`src/rtl/axis_bram_streamer.sv`:
```
// Streams a (start_addr, length) window of a complex-sample BRAM as sign-extended {real, imag} AXI-Stream beats.
// Optional: define AXIS_BRAM_TUSER_EN to add m_axis_tuser carrying each beat's BRAM address.
module axis_bram_streamer #(
  parameter int DATA_WIDTH   = 32,
  parameter int OUT_WIDTH    = 64,
  parameter int ADDR_WIDTH   = 12,
  parameter int READ_LATENCY = 2
) (
  input  logic                    clk,
  input  logic                    reset,
  input  logic                    go,
  input  logic [ADDR_WIDTH-1:0]   start_addr,
  input  logic [ADDR_WIDTH:0]     length,
  output logic                    busy,
  output logic [ADDR_WIDTH-1:0]   mem_raddr,
  output logic                    mem_clken,
  input  logic [DATA_WIDTH-1:0]   mem_rdata,
  output logic                    m_axis_tvalid,
  input  logic                    m_axis_tready,
  output logic [OUT_WIDTH-1:0]    m_axis_tdata,
  output logic                    m_axis_tlast,
`ifdef AXIS_BRAM_TUSER_EN
  output logic [ADDR_WIDTH-1:0]   m_axis_tuser,
`endif
  output logic [OUT_WIDTH/8-1:0]  m_axis_tkeep
);

  localparam int HW   = DATA_WIDTH / 2;
  localparam int OHW  = OUT_WIDTH / 2;
  localparam int TAIL = READ_LATENCY - 1;
  localparam logic [ADDR_WIDTH:0] REM_ONE = {{ADDR_WIDTH{1'b0}}, 1'b1};

  typedef enum logic [1:0] {
    S_IDLE  = 2'd0,
    S_ISSUE = 2'd1,
    S_DRAIN = 2'd2
  } state_t;

  state_t                  state_q, state_d;
  logic [ADDR_WIDTH-1:0]   raddr_q, raddr_d;
  logic [ADDR_WIDTH:0]     rem_q, rem_d;
  logic [READ_LATENCY-1:0] vld_q, vld_d;
  logic [READ_LATENCY-1:0] last_q, last_d;
  logic                    issue;
`ifdef AXIS_BRAM_TUSER_EN
  logic [ADDR_WIDTH-1:0]   tag_q [READ_LATENCY];
  logic [ADDR_WIDTH-1:0]   tag_d [READ_LATENCY];
`endif

  // The tail of the valid/last pipe lines up with BRAM rdata because both advance on mem_clken.
  assign m_axis_tvalid = vld_q[TAIL];
  assign m_axis_tlast  = vld_q[TAIL] & last_q[TAIL];
  assign m_axis_tkeep  = '1;
  assign mem_clken     = !(m_axis_tvalid && !m_axis_tready);
  assign mem_raddr     = raddr_q;
  assign busy          = (state_q != S_IDLE);
`ifdef AXIS_BRAM_TUSER_EN
  assign m_axis_tuser  = tag_q[TAIL];
`endif

  logic [HW-1:0] re_half, im_half;
  assign re_half = mem_rdata[DATA_WIDTH-1:HW];
  assign im_half = mem_rdata[HW-1:0];

  for (genvar b = 0; b < OHW; b++) begin : g_sext
    if (b < HW) begin : g_bit
      assign m_axis_tdata[OHW+b] = re_half[b];
      assign m_axis_tdata[b]     = im_half[b];
    end else begin : g_ext
      assign m_axis_tdata[OHW+b] = re_half[HW-1];
      assign m_axis_tdata[b]     = im_half[HW-1];
    end
  end

  always_comb begin
    state_d = state_q;
    raddr_d = raddr_q;
    rem_d   = rem_q;
    vld_d   = vld_q;
    last_d  = last_q;
    issue   = 1'b0;
`ifdef AXIS_BRAM_TUSER_EN
    tag_d   = tag_q;
`endif
    case (state_q)
      S_IDLE: begin
        if (go && (length != '0)) begin
          raddr_d = start_addr;
          rem_d   = length;
          state_d = S_ISSUE;
        end
      end
      S_ISSUE: begin
        if (mem_clken) begin
          issue   = 1'b1;
          raddr_d = raddr_q + ADDR_WIDTH'(1);
          rem_d   = rem_q - REM_ONE;
          if (rem_q == REM_ONE) state_d = S_DRAIN;
        end
      end
      S_DRAIN: begin
        if (m_axis_tvalid && m_axis_tready && m_axis_tlast) state_d = S_IDLE;
      end
      default: state_d = S_IDLE;
    endcase

    // Whole pipe freezes on a stall so BRAM output and its tags never slip apart.
    if (mem_clken) begin
      vld_d[0]  = issue;
      last_d[0] = issue && (rem_q == REM_ONE);
`ifdef AXIS_BRAM_TUSER_EN
      tag_d[0]  = raddr_q;
`endif
      for (int i = 1; i < READ_LATENCY; i++) begin
        vld_d[i]  = vld_q[i-1];
        last_d[i] = last_q[i-1];
`ifdef AXIS_BRAM_TUSER_EN
        tag_d[i]  = tag_q[i-1];
`endif
      end
    end
  end

  always_ff @(posedge clk) begin
    if (reset) begin
      state_q <= S_IDLE;
      raddr_q <= '0;
      rem_q   <= '0;
      vld_q   <= '0;
      last_q  <= '0;
`ifdef AXIS_BRAM_TUSER_EN
      for (int i = 0; i < READ_LATENCY; i++) tag_q[i] <= '0;
`endif
    end else begin
      state_q <= state_d;
      raddr_q <= raddr_d;
      rem_q   <= rem_d;
      vld_q   <= vld_d;
      last_q  <= last_d;
`ifdef AXIS_BRAM_TUSER_EN
      tag_q   <= tag_d;
`endif
    end
  end

endmodule

```
`config.mk`:
```
export PLATFORM = sky130hd
export DESIGN_NAME = axis_bram_streamer
export DESIGN_NICKNAME = d
export VERILOG_FILES = /design/src/rtl/axis_bram_streamer.sv
export SDC_FILE = /design/constraint.sdc
export NUM_CORES = 1
export LEC_CHECK = 0
export CAP_MARGIN = 30
export CORE_ASPECT_RATIO = 1.2
export CORE_MARGIN = 4
export CORE_UTILIZATION = 35
export CTS_BUF_LIST = sky130_fd_sc_hd__clkbuf_16
export CTS_CLUSTER_DIAMETER = 120
export DETAILED_ROUTE_END_ITERATION = 8
export PLACE_DENSITY = 0.8
export SLEW_MARGIN = 20
export SYNTH_ARGS = -nofsm -noshare
export SYNTH_HDL_FRONTEND = slang
export SYNTH_SLANG_ARGS = --single-unit
```
`constraint.sdc`:
```
create_clock -name clk -period 3.1 [get_ports clk]
set_input_delay 0.62 -clock clk [delete_from_list [all_inputs] [get_ports clk]]
set_output_delay 0.62 -clock clk [all_outputs]
set_load 0.02 [all_outputs]
```
* Word level (Yosys, flattened, before mapping)
Cells that the tools add are included.
** Operators by class
- Add/sub/neg operators :: 2
- Multiply operators :: 0
- Divide/modulo/power cells :: 0
- Magnitude comparators :: 0
- Eq/ne operators :: 7
- Shifts and indexed selects :: 0
- Muxes and demuxes :: 13
- Bitwise gates (word level) :: 1
- Reductions and logical operators :: 13
** Operators with widths (number)
- 2-to-1 mux 13 bit :: 2
- one-hot mux 13 bit (2 select lines) :: 1
- 2-to-1 mux 12 bit :: 2
- one-hot mux 12 bit (2 select lines) :: 1
- == test 13 x 1 -> 1 bit (second input constant) :: 1
- nonzero test 13 bit :: 1
- subtractor 13 x 1 -> 13 bit (second input constant) :: 1
- adder 12 x 1 -> 12 bit (second input constant) :: 1
- 2-to-1 mux 2 bit :: 4
- inequality test 2 bit (second input constant) :: 4
- one-hot mux 2 bit (3 select lines) :: 1
- logical AND 1 bit :: 5
- AND reduction 4 bit :: 1
- nonzero test 2 bit :: 2
- AND reduction 3 bit :: 1
- == test 2 x 1 -> 1 bit (second input constant) :: 1
- == test 2 bit (second input constant) :: 1
- zero test 1 bit :: 2
- zero test 2 bit :: 1
- 2-to-1 mux 1 bit :: 2
- AND 1 bit :: 1
** Storage, ports and cells
- Bits in registers :: 31
- Latch bits :: 0
- RAM bits :: 0
- Memory bits (read-only) :: 0
- Output and inout bits :: 88
- Word-level logic and storage cells :: 41
- Memories kept :: 0

* Logic depth before layout (Yosys ltp)
Gate-level depths: netlist (run 1).
- Depth in word-level cells :: 5
- Gate-level depth with buffers :: 8
- Gate-level depth less buffers :: 6

* Worst setup path after synthesis (run 1)
Ideal clock, no wire load.
- Path type :: input -> register
- From :: input length[11]
- To :: register rem_q[6]
- Setup time :: 70 ps
- Arrival time :: 1753 ps
- Data required time :: 3030 ps
- Path slack :: 1277 ps
- Cell stages on the path :: 7
- Path buffers :: 2
- Path through :: nor4_1 > nand4_1 > a31oi_1 > buf_2 > buf_4 > o21ai_0 > a21oi_1
** Between the ends
- Cells in the longest elaborated chain, start to end :: 4
** Ends and longest elaborated chain
- start: declaration :: RTL line 13 : input logic [ADDR_WIDTH:0] length,
- nonzero test 13 bit :: RTL line 87 : if (go && (length != '0)) begin
- logical AND 1 bit :: RTL line 87
- inequality test 2 bit (no source line)
- AND reduction 3 bit (no source line)
- end signal: assignment :: RTL line 137 : rem_q <= rem_d;
- end: declaration :: RTL line 41 : logic [ADDR_WIDTH:0] rem_q, rem_d;
No other way between the ends.
A chain may end at the register's enable or synchronous reset.

* Worst setup path in the final report (run 1)
- From :: input m_axis_tready
- To :: output mem_clken
** Between the ends
- Cells in the longest elaborated chain, start to end :: 3
** Ends and longest elaborated chain
- start: declaration :: RTL line 19 : input logic m_axis_tready,
- zero test 1 bit :: RTL line 54 : assign mem_clken = !(m_axis_tvalid && !m_axis_tready);
- logical AND 1 bit :: RTL line 54
- zero test 1 bit :: RTL line 54
- end: declaration :: RTL line 16 : output logic mem_clken,
No other way between the ends.

==> results of run 1 <==
-- per-layer routing --
metal	track usage, %	part of all wire [%]
met1	16.0	41
met2	21.2	47
met3	5.40	9.2
met4	7.55	3.1
met5	0	0
-- cells by family after synthesis --
kind of cell               share of synthesized area [%]
adders and majority gates                           1.60
and+or+nand+nor                                     22.5
DFF                                                 26.4
other                                              0.160
AOI/OAI and AO/OA                                   22.0
buffers and inverters                               27.4
-- layout make-up --
class | count | area [µm²]
fillers | 696 | 4000
well taps | 85 | 106
clock inverters | 3 | 16.3
flip-flops and latches | 31 | 621
inverters | 7 | 26.3
repair buffers | 48 | 470
multi-input cells | 203 | 1120
clock buffers | 5 | 125
-- how the worst min path moves through the flow --
stage / from / endpoint / slack [ns] / cells past startpoint
global route: last_q[1] / last_q[1] / 0.48 / 2
global placement: last_q[1] / last_q[1] / 0.44 / 2
floorplan: last_q[1] / last_q[1] / 0.43 / 2
detailed placement: last_q[1] / last_q[1] / 0.44 / 2
finish: last_q[1] / last_q[1] / 0.44 / 2
CTS: last_q[1] / last_q[1] / 0.45 / 2
-- sequential cells by signal (all words and copies together) (netlist names) --
name       cells
last_q         2
state_q        2
mem_raddr     12
rem_q         13
vld_q          2
-- power by group through the flow --
| stage | clock (mW) | sequential, mW | combinational (mW) |
|---|---|---|---|
| after floorplan | 0 | 0.572 | 0.542 |
| after global placement | 0 | 0.550 | 0.619 |
| after detailed placement | 0 | 0.555 | 0.632 |
| after CTS | 0.473 | 0.547 | 0.638 |
| after global routing | 0.489 | 0.560 | 0.711 |
| final | 0.465 | 0.549 | 0.642 |
-- worst max-delay path, stage by stage --
cell,delay (ns)
clkdlybuf4s50_1,0.48
nor2b_1,0.05
buf_4,0.14
inv_1,0.09
clkdlybuf4s50_1,0.61
-- cells in the final DEF (no fill, tap or decap), drive strengths merged, types with 4 or more instances in the layout --
cell type,netlist,final
nor2,21,21
inv,7,8
o21ai,19,19
nor3,9,9
a31oi,4,4
conb,1,8
clkdlybuf4s50,0,44
nand3,10,10
nand2,47,47
a211oi,5,5
clkbuf,14,5
buf,76,4
dfxtp,31,31
a21oi,30,30
-- stage by stage --
stage          cells  power [mW]  hold slack [ns]  setup WS (ns)  area (µm²)
6_report         382        1.66            0.444          0.489        2480
5_1_grt          382        1.76            0.477          0.425        2480
3_5_place_dp     374        1.19            0.440          0.490        2340
4_1_cts          382        1.66            0.447          0.486        2480
2_1_floorplan    331        1.11            0.427           1.28        2380
3_3_place_gp     374        1.17            0.445          0.517        2340
==> results.json, run 1 <==
{
  "wl_per_cell_um": 14.8,
  "slew_viol_final": 0,
  "period_needed_ns": 2.61,
  "drt_wl_total_um": 5640,
  "grtUsageTotal_pct": 13.6,
  "pwr_density_cell_nw_per_um2": 666,
  "clk_latency_ns": 0.27,
  "final_core_util_pct": 38.3,
  "endpoint": "mem_clken",
  "hold_path.class": "reg -> reg",
  "numCtsBuffers": 5,
  "path_class": "in -> out",
  "cts.clk_slew.worst_paths_ns": 0.05,
  "finalSetupViolations": 0,
  "fin_nets": 360,
  "ir_drop_uv": 248,
  "die_x_um": 82.8,
  "io_pins": 149,
  "combinationalPowerShare_pct": 38.8,
  "syn_to_final_growth_pct": 5.69,
  "tightest_slew_ns": 0.605,
  "grt_pass1_wl_um": 9250,
  "cts_tree": "built",
  "status": "finished, final reports clean",
  "start_util_pct": 36.2,
  "clkPwrFrac_pct": 28.1,
  "r2r_start": "vld_q[1]",
  "num_rows": 32,
  "start_kind": "input pin",
  "synth.top_cell.area_share_pct": 26.4,
  "rr_worst_depth": 6,
  "switching_share_pct": 37.9,
  "ys_seq_area_share_pct": 26.4,
  "hold_viol_final": 0,
  "grt_pass1_vias": 1964,
  "endpoint_kind": "output pin",
  "cts_hold_buf": 0,
  "p_leak_nw": 0.923,
  "drv_cap": 0,
  "fin_crit_sh_pct": 84.2,
  "coreArea_um2": 6490,
  "cts_resized": 0,
  "critPathRequiredTime_ns": 2.48,
  "postCtsSetupRepairBufs": 0,
  "yosys.area.top_type": "dfxtp_1",
  "cts_buffer_depth": 2,
  "synth_area_leaders": "dfxtp_1 (26%), buf_4 (23%), nand2_1 (7.5%)",
  "dieArea_um2": 8100,
  "ys_seq_elements": 31,
  "critPathLaunch": "m_axis_tready",
  "pwr-share-seq_pct": 33.1,
  "ys_types": 46,
  "grt_max_degree": 53,
  "cp_max_fo": 6,
  "rsz0062_at_grt": "no",
  "postRouteAntennaNets": 0,
  "synth-main-ff-cell": "dfxtp_1",
  "first_iter_violations": 169,
  "overflow": 0,
  "htree_levels": 2,
  "crit_arrival_ns": 1.99,
  "synthArstFlopShare_pct": 0,
  "synth_enable_flop_cells": 0,
  "first_pass_iters": 4,
  "diodes": 0,
  "place_congestion": 0.771,
  "vias": 2028,
  "rrSetupSlack_ns": 1.26,
  "die_h_um": 97.8,
  "fin_setup_tns_ns": 0,
  "syn_inst": 324,
  "fmax_mhz": 383,
  "fin_skew_ns": 0.00753,
  "cts_root_buf": "clkbuf_16",
  "drcViolationCount": 0,
  "synth_top_cells_by_count": "buf_4 (73), nand2_1 (47), dfxtp_1 (31)",
  "synth_most_common_cell": "buf_4",
  "syn_area_um2": 2350,
  "cts_sinks": 31,
  "power_switching_uw": 628,
  "io_buffer_count": 44,
  "intPower_mw": 1.03,
  "viasPerCell": 5.31,
  "antenna_found_initial": 0,
  "dpl.hpwl_um": 3980,
  "timing.slew.headroom_pct": 59.5,
  "drive_gt1_share_pct": 6.73,
  "yosys_warnings": 0,
  "avgSynthCellArea_um2": 7.26,
  "worstReg2RegEnd": "rem_q[8]"
}
Power figures use the tool's default switching activity.
==> run 2, diff against run 1 <==
clock period = 2.6 ns   (was 3.1 ns; I/O delays follow)
==> run 2 against run 1 <==
  * Register-to-register slack got worse by 0.49 ns
  * Core utilization rose by 0.37 points
  * Clock power rose by 18%
  * Sequential share of layout area fell by 0.24 points
  * Non-clock buffer count rose by 2
  * Power rose by 21%
  * Cell count rose by 0.52%
  * Clock skew fell by 0.0042 ns
  * Sequential power rose by 20%
  * Critical path type unchanged
  * Cell area rose by 0.96%
==> results.json, run 2 (synthesis gave the netlist of run 1 again) <==
{
  "status": "finished, final reports clean",
  "gr-usage-met2_pct": 22.1,
  "power_switching_uw": 765,
  "overflow": 0,
  "slowest_delay_ns": 0.61,
  "path_class": "in -> out",
  "numCtsBuffers": 5,
  "endpoint_kind": "output pin",
  "slew_viol_final": 0,
  "fin_crit_sh_pct": 87.4,
  "cts_resized": 0,
  "wl_per_cell_um": 15.3,
  "io_pins": 149,
  "fin_setup_tns_ns": 0,
  "htree_levels": 2,
  "fmax_mhz": 440,
  "syn_to_final_growth_pct": 6.71,
  "clkPwrFrac_pct": 27.5,
  "rsz0062_at_grt": "no",
  "largest_register_ff_count": 13,
  "mostFrequentLayoutCell": "nand2_1",
  "cts.clk_slew.worst_paths_ns": 0.05,
  "crit_arrival_ns": 1.75,
  "tightest_slew_ns": 0.525,
  "pwr-share-seq_pct": 32.9,
  "cts_tree": "built",
  "die_h_um": 97.8,
  "hold_path_end": "last_q[1]",
  "min-delay-start": "last_q[1]",
  "fin_nets": 362,
  "hold_path.class": "reg -> reg",
  "start_util_pct": 36.2,
  "postCtsSetupRepairBufs": 0,
  "fin_skew_ns": 0.00337,
  "grtUsageTotal_pct": 14.1,
  "cts_hold_buf": 0,
  "switching_share_pct": 38.2,
  "drive_gt1_share_pct": 7.02,
  "timing.slew.headroom_pct": 65.0,
  "cts_buffer_depth": 2,
  "hold_viol_final": 0,
  "layout_common_cells": "nand2_1 (47), clkdlybuf4s50_1 (44), dfxtp_1 (31), a21oi_1 (30), nor2_1 (21)",
  "first_pass_iters": 4,
  "cpMostUsedCell": "clkdlybuf4s50_1",
  "viasPerCell": 5.30,
  "intPower_mw": 1.24,
  "rrSetupSlack_ns": 0.77,
  "coreArea_um2": 6490,
  "met1_usage_pct": 16.4,
  "pwr_density_cell_nw_per_um2": 798,
  "first_iter_violations": 218,
  "period_needed_ns": 2.27,
  "worstReg2RegEnd": "mem_raddr[10]",
  "final_core_util_pct": 38.7,
  "grt.busiest_layer": "met2",
  "crit_slowest_cell": "clkdlybuf4s50_1",
  "cp_max_fo": 3,
  "num_rows": 32,
  "grt_pass1_wl_um": 9540,
  "finalSetupViolations": 0,
  "dieArea_um2": 8100,
  "largest_register": "rem_q",
  "antenna_found_initial": 0,
  "r2r_start": "mem_raddr[0]",
  "met3_usage_pct": 4.73,
  "io_buffer_count": 44,
  "critPathRequiredTime_ns": 2.08,
  "combinationalPowerShare_pct": 39.6,
  "p_leak_nw": 0.943,
  "grt_pass1_vias": 1988,
  "cts_root_buf": "clkbuf_16",
  "cts_sinks": 31,
  "postRouteAntennaNets": 0,
  "min_delay_path_depth": 2,
  "vias": 2035,
  "grt_max_degree": 53,
  "ir_drop_uv": 324,
  "start_kind": "input pin",
  "drcViolationCount": 0,
  "rr_worst_depth": 6,
  "place_congestion": 0.856,
  "clk_latency_ns": 0.28,
  "dpl.hpwl_um": 4150,
  "path_cells": "clkdlybuf4s50_1 > nor2b_1 > inv_1 > clkdlybuf4s50_1",
  "die_x_um": 82.8,
  "drv_cap": 0,
  "diodes": 0,
  "drt_wl_total_um": 5860
}
run 2: changes by cell type in the layout (fill, tap and decap cells not counted), sizes merged:
cell	change
clkinvlp	-1
buf	+2
inv	+1
run 2: layer usage:
metal	routed length (µm)	vias to the layer above	share of wire, %
met5	0	-	0
met4	198	0	3.4
met3	597	36	10
met2	2780	93	48
met1	2280	911	39
li1	-	995	-
run 2: cell type report:
| class | instances | area (µm²) |
|---|---|---|
| timing repair buffer | 50 | 498 |
| tap | 85 | 106 |
| clock inverter | 3 | 12.5 |
| inverter | 7 | 26.3 |
| multi-input combinational | 203 | 1120 |
| fill | 683 | 3980 |
| sequential | 31 | 621 |
| clock buffer | 5 | 125 |
run 2: worst max-delay path, delay by kind of cell:
kind                   cells  cell delay, ns
buffers and inverters      3            1.17
AND/OR/NAND/NOR            1            0.06
run 2: how the worst max path moves through the flow:
| stage | from | endpoint | slack, ns | cells after the start |
|---|---|---|---|---|
| floorplan | mem_raddr[0] | mem_raddr[10] | 0.80 | 7 |
| global placement | length[5] | mem_raddr[8] | 0.23 | 6 |
| detailed placement | length[5] | mem_raddr[8] | 0.15 | 6 |
| CTS | m_axis_tready | mem_clken | 0.31 | 4 |
| global route | length[5] | rem_q[1] | 0.18 | 7 |
| finish | m_axis_tready | mem_clken | 0.33 | 4 |
run 2: power groups by stage:
stage	clock [mW]	combinational [mW]	sequential [mW]
5_1_grt	0.579	0.865	0.670
2_1_floorplan	0	0.647	0.682
3_3_place_gp	0	0.761	0.658
4_1_cts	0.555	0.787	0.655
6_report	0.551	0.794	0.658
3_5_place_dp	0	0.780	0.664
run 2: metrics by stage:
step	area (µm²)	hold WS (ns)	instances	setup WS (ns)	total power, mW
floorplan	2380	0.427	331	0.796	1.33
global placement	2370	0.436	376	0.227	1.42
detailed placement	2370	0.441	376	0.151	1.44
CTS	2510	0.448	384	0.310	2.00
global route	2510	0.486	384	0.184	2.11
finish	2510	0.444	384	0.327	2.00
==> run 3, diff against run 2 <==
CORE_UTILIZATION = 37   (was 35)
PLACE_DENSITY = 0.84   (was 0.8)
clock period = 2.4 ns   (was 2.6 ns; I/O delays follow)
==> run 3 against run 2 <==
  * Clock-buffer cell count is the same
  * Hold slack gained 0.012 ns
  * Power grew 6.8%
  * Sequential share of layout area grew 0.099 points
  * First-iteration DRC count shrank 32%
  * Setup slack lost 0.20 ns
  * Clock power grew 7.6%
  * Sequential power grew 7.1%
  * Register-to-register slack lost 0.15 ns
  * Cell area shrank 0.40%
  * Critical path type unchanged
  * Critical endpoint unchanged
  * Highest routed layer unchanged
==> results.json, run 3 (synthesis gave the netlist of run 1 again) <==
{
  "syn_to_final_growth_pct": 6.28,
  "grtUsageTotal_pct": 14.9,
  "coreArea_um2": 6090,
  "crit_buf_inv": 3,
  "grt_max_degree": 53,
  "fin_crit_sh_pct": 94.5,
  "vias": 2026,
  "hold_viol_final": 0,
  "clk_latency_ns": 0.28,
  "cts_resized": 0,
  "period_needed_ns": 2.27,
  "ir_drop_uv": 447,
  "wl_per_cell_um": 14.5,
  "start_util_pct": 38.6,
  "cpMostUsedCell": "clkdlybuf4s50_1",
  "postLayoutCellArea_um2": 2500,
  "endpoint_kind": "output pin",
  "overflow": 0,
  "switching_share_pct": 37.6,
  "drv_cap": 0,
  "min-delay-start": "last_q[1]",
  "first_iter_violations": 149,
  "postRouteAntennaNets": 0,
  "fmax_mhz": 441,
  "intPower_mw": 1.33,
  "cpLargestDelayFamily": "buffers and inverters",
  "r2r_start": "rem_q[7]",
  "place_area_um2": 2360,
  "combinationalPowerShare_pct": 39.3,
  "path_class": "in -> out",
  "fin_nets": 363,
  "htree_levels": 2,
  "viasPerCell": 5.30,
  "hold_path_end": "last_q[1]",
  "place_congestion": 0.785,
  "pwr_density_cell_nw_per_um2": 856,
  "power.total_mw": 2.14,
  "first_pass_iters": 5,
  "die_x_um": 80.8,
  "antenna_found_initial": 0,
  "layout_common_cells": "nand2_1 (47), clkdlybuf4s50_1 (44), dfxtp_1 (31), a21oi_1 (30), nor2_1 (21)",
  "cts.clk_slew.worst_paths_ns": 0.05,
  "cts_sinks": 31,
  "min_delay_path_depth": 2,
  "mostFrequentLayoutCell": "nand2_1",
  "final_core_util_pct": 41.0,
  "status": "finished, final reports clean",
  "cts_tree": "built",
  "path_cells": "clkdlybuf4s50_1 > nor2b_1 > inv_1 > clkdlybuf4s50_1",
  "grt_pass1_wl_um": 8870,
  "grt_pass1_vias": 1966,
  "timing.final.ws_setup_ns": 0.131,
  "pwr-share-seq_pct": 33.0,
  "pre_cts_ws_ns": -0.0357,
  "start_kind": "input pin",
  "power_switching_uw": 804,
  "drive_gt1_share_pct": 7.00,
  "drt_wl_total_um": 5550,
  "fin_skew_ns": 0.00322,
  "finalSetupViolations": 0,
  "io_buffer_count": 44,
  "rr_worst_depth": 5,
  "cts_buffer_depth": 2,
  "die_h_um": 95.3,
  "cts_hold_buf": 0,
  "postCtsSetupRepairBufs": 0,
  "cp_max_fo": 3,
  "crit_slowest_cell": "clkdlybuf4s50_1",
  "numCtsBuffers": 5,
  "rsz0062_at_grt": "no",
  "slowest_delay_ns": 0.55,
  "crit_arrival_ns": 1.79,
  "slew_viol_final": 0,
  "num_rows": 31,
  "largest_register_ff_count": 13,
  "hold_path.class": "reg -> reg",
  "largest_register": "rem_q",
  "clkPwrFrac_pct": 27.7,
  "worstReg2RegEnd": "state_q[0]",
  "cts_root_buf": "clkbuf_16",
  "dpl.hpwl_um": 4120,
  "dieArea_um2": 7700,
  "p_leak_nw": 0.936,
  "rrSetupSlack_ns": 0.62,
  "io_pins": 149,
  "drcViolationCount": 0,
  "fin_setup_tns_ns": 0,
  "diodes": 0,
  "critPathRequiredTime_ns": 1.92
}
[run 3: cell count changes in the layout (fill, tap and decap cells not counted)]
| cell | delta |
|---|---|
| clkinv_2 | -1 |
| buf_12 | -1 |
| buf_4 | +2 |
| inv_1 | -1 |
| clkinv_1 | +2 |
[run 3: per-layer routing]
layer | track usage, % | part of all wire [%]
met1 | 15.3 | 37
met2 | 26.7 | 51
met3 | 4.35 | 9.0
met4 | 8.31 | 2.8
met5 | 0 | 0
[run 3: final cells by class]
class,count,area (µm²)
flip-flops and latches,31,621
fillers,621,3590
clock buffers,5,125
well taps,82,103
inverters,7,26.3
multi-input cells,203,1120
clock inverters,3,11.3
repair buffers,51,493
[run 3: through the flow]
step,hold WS (ns),cells
2_1_floorplan,0.427,331
3_3_place_gp,0.440,374
3_5_place_dp,0.447,374
4_1_cts,0.456,382
5_1_grt,0.495,382
6_report,0.456,382
[run 3: power by group through the flow]
stage               clock network [mW]  logic (mW)  registers [mW]
global route                     0.623       0.932           0.724
detailed placement                   0       0.836           0.713
global placement                     0       0.819           0.708
CTS                              0.608       0.840           0.703
finish                           0.593       0.840           0.705
floorplan                            0       0.700           0.739
[run 3: how the worst max path moves through the flow]
stage / depth (start not counted) / from / end
after floorplan: 7 / mem_raddr[0] / mem_raddr[10]
after global placement: 6 / length[11] / mem_raddr[9]
after detailed placement: 6 / length[11] / mem_raddr[8]
after CTS: 4 / m_axis_tready / mem_clken
after global routing: 4 / m_axis_tready / mem_clken
final: 4 / m_axis_tready / mem_clken
[run 3: tightest hold or removal path, cell delays in order, from the launching register on]
cell	delay [ns]
dfxtp_1	0.31
nand2_1	0.05
a21oi_1	0.05
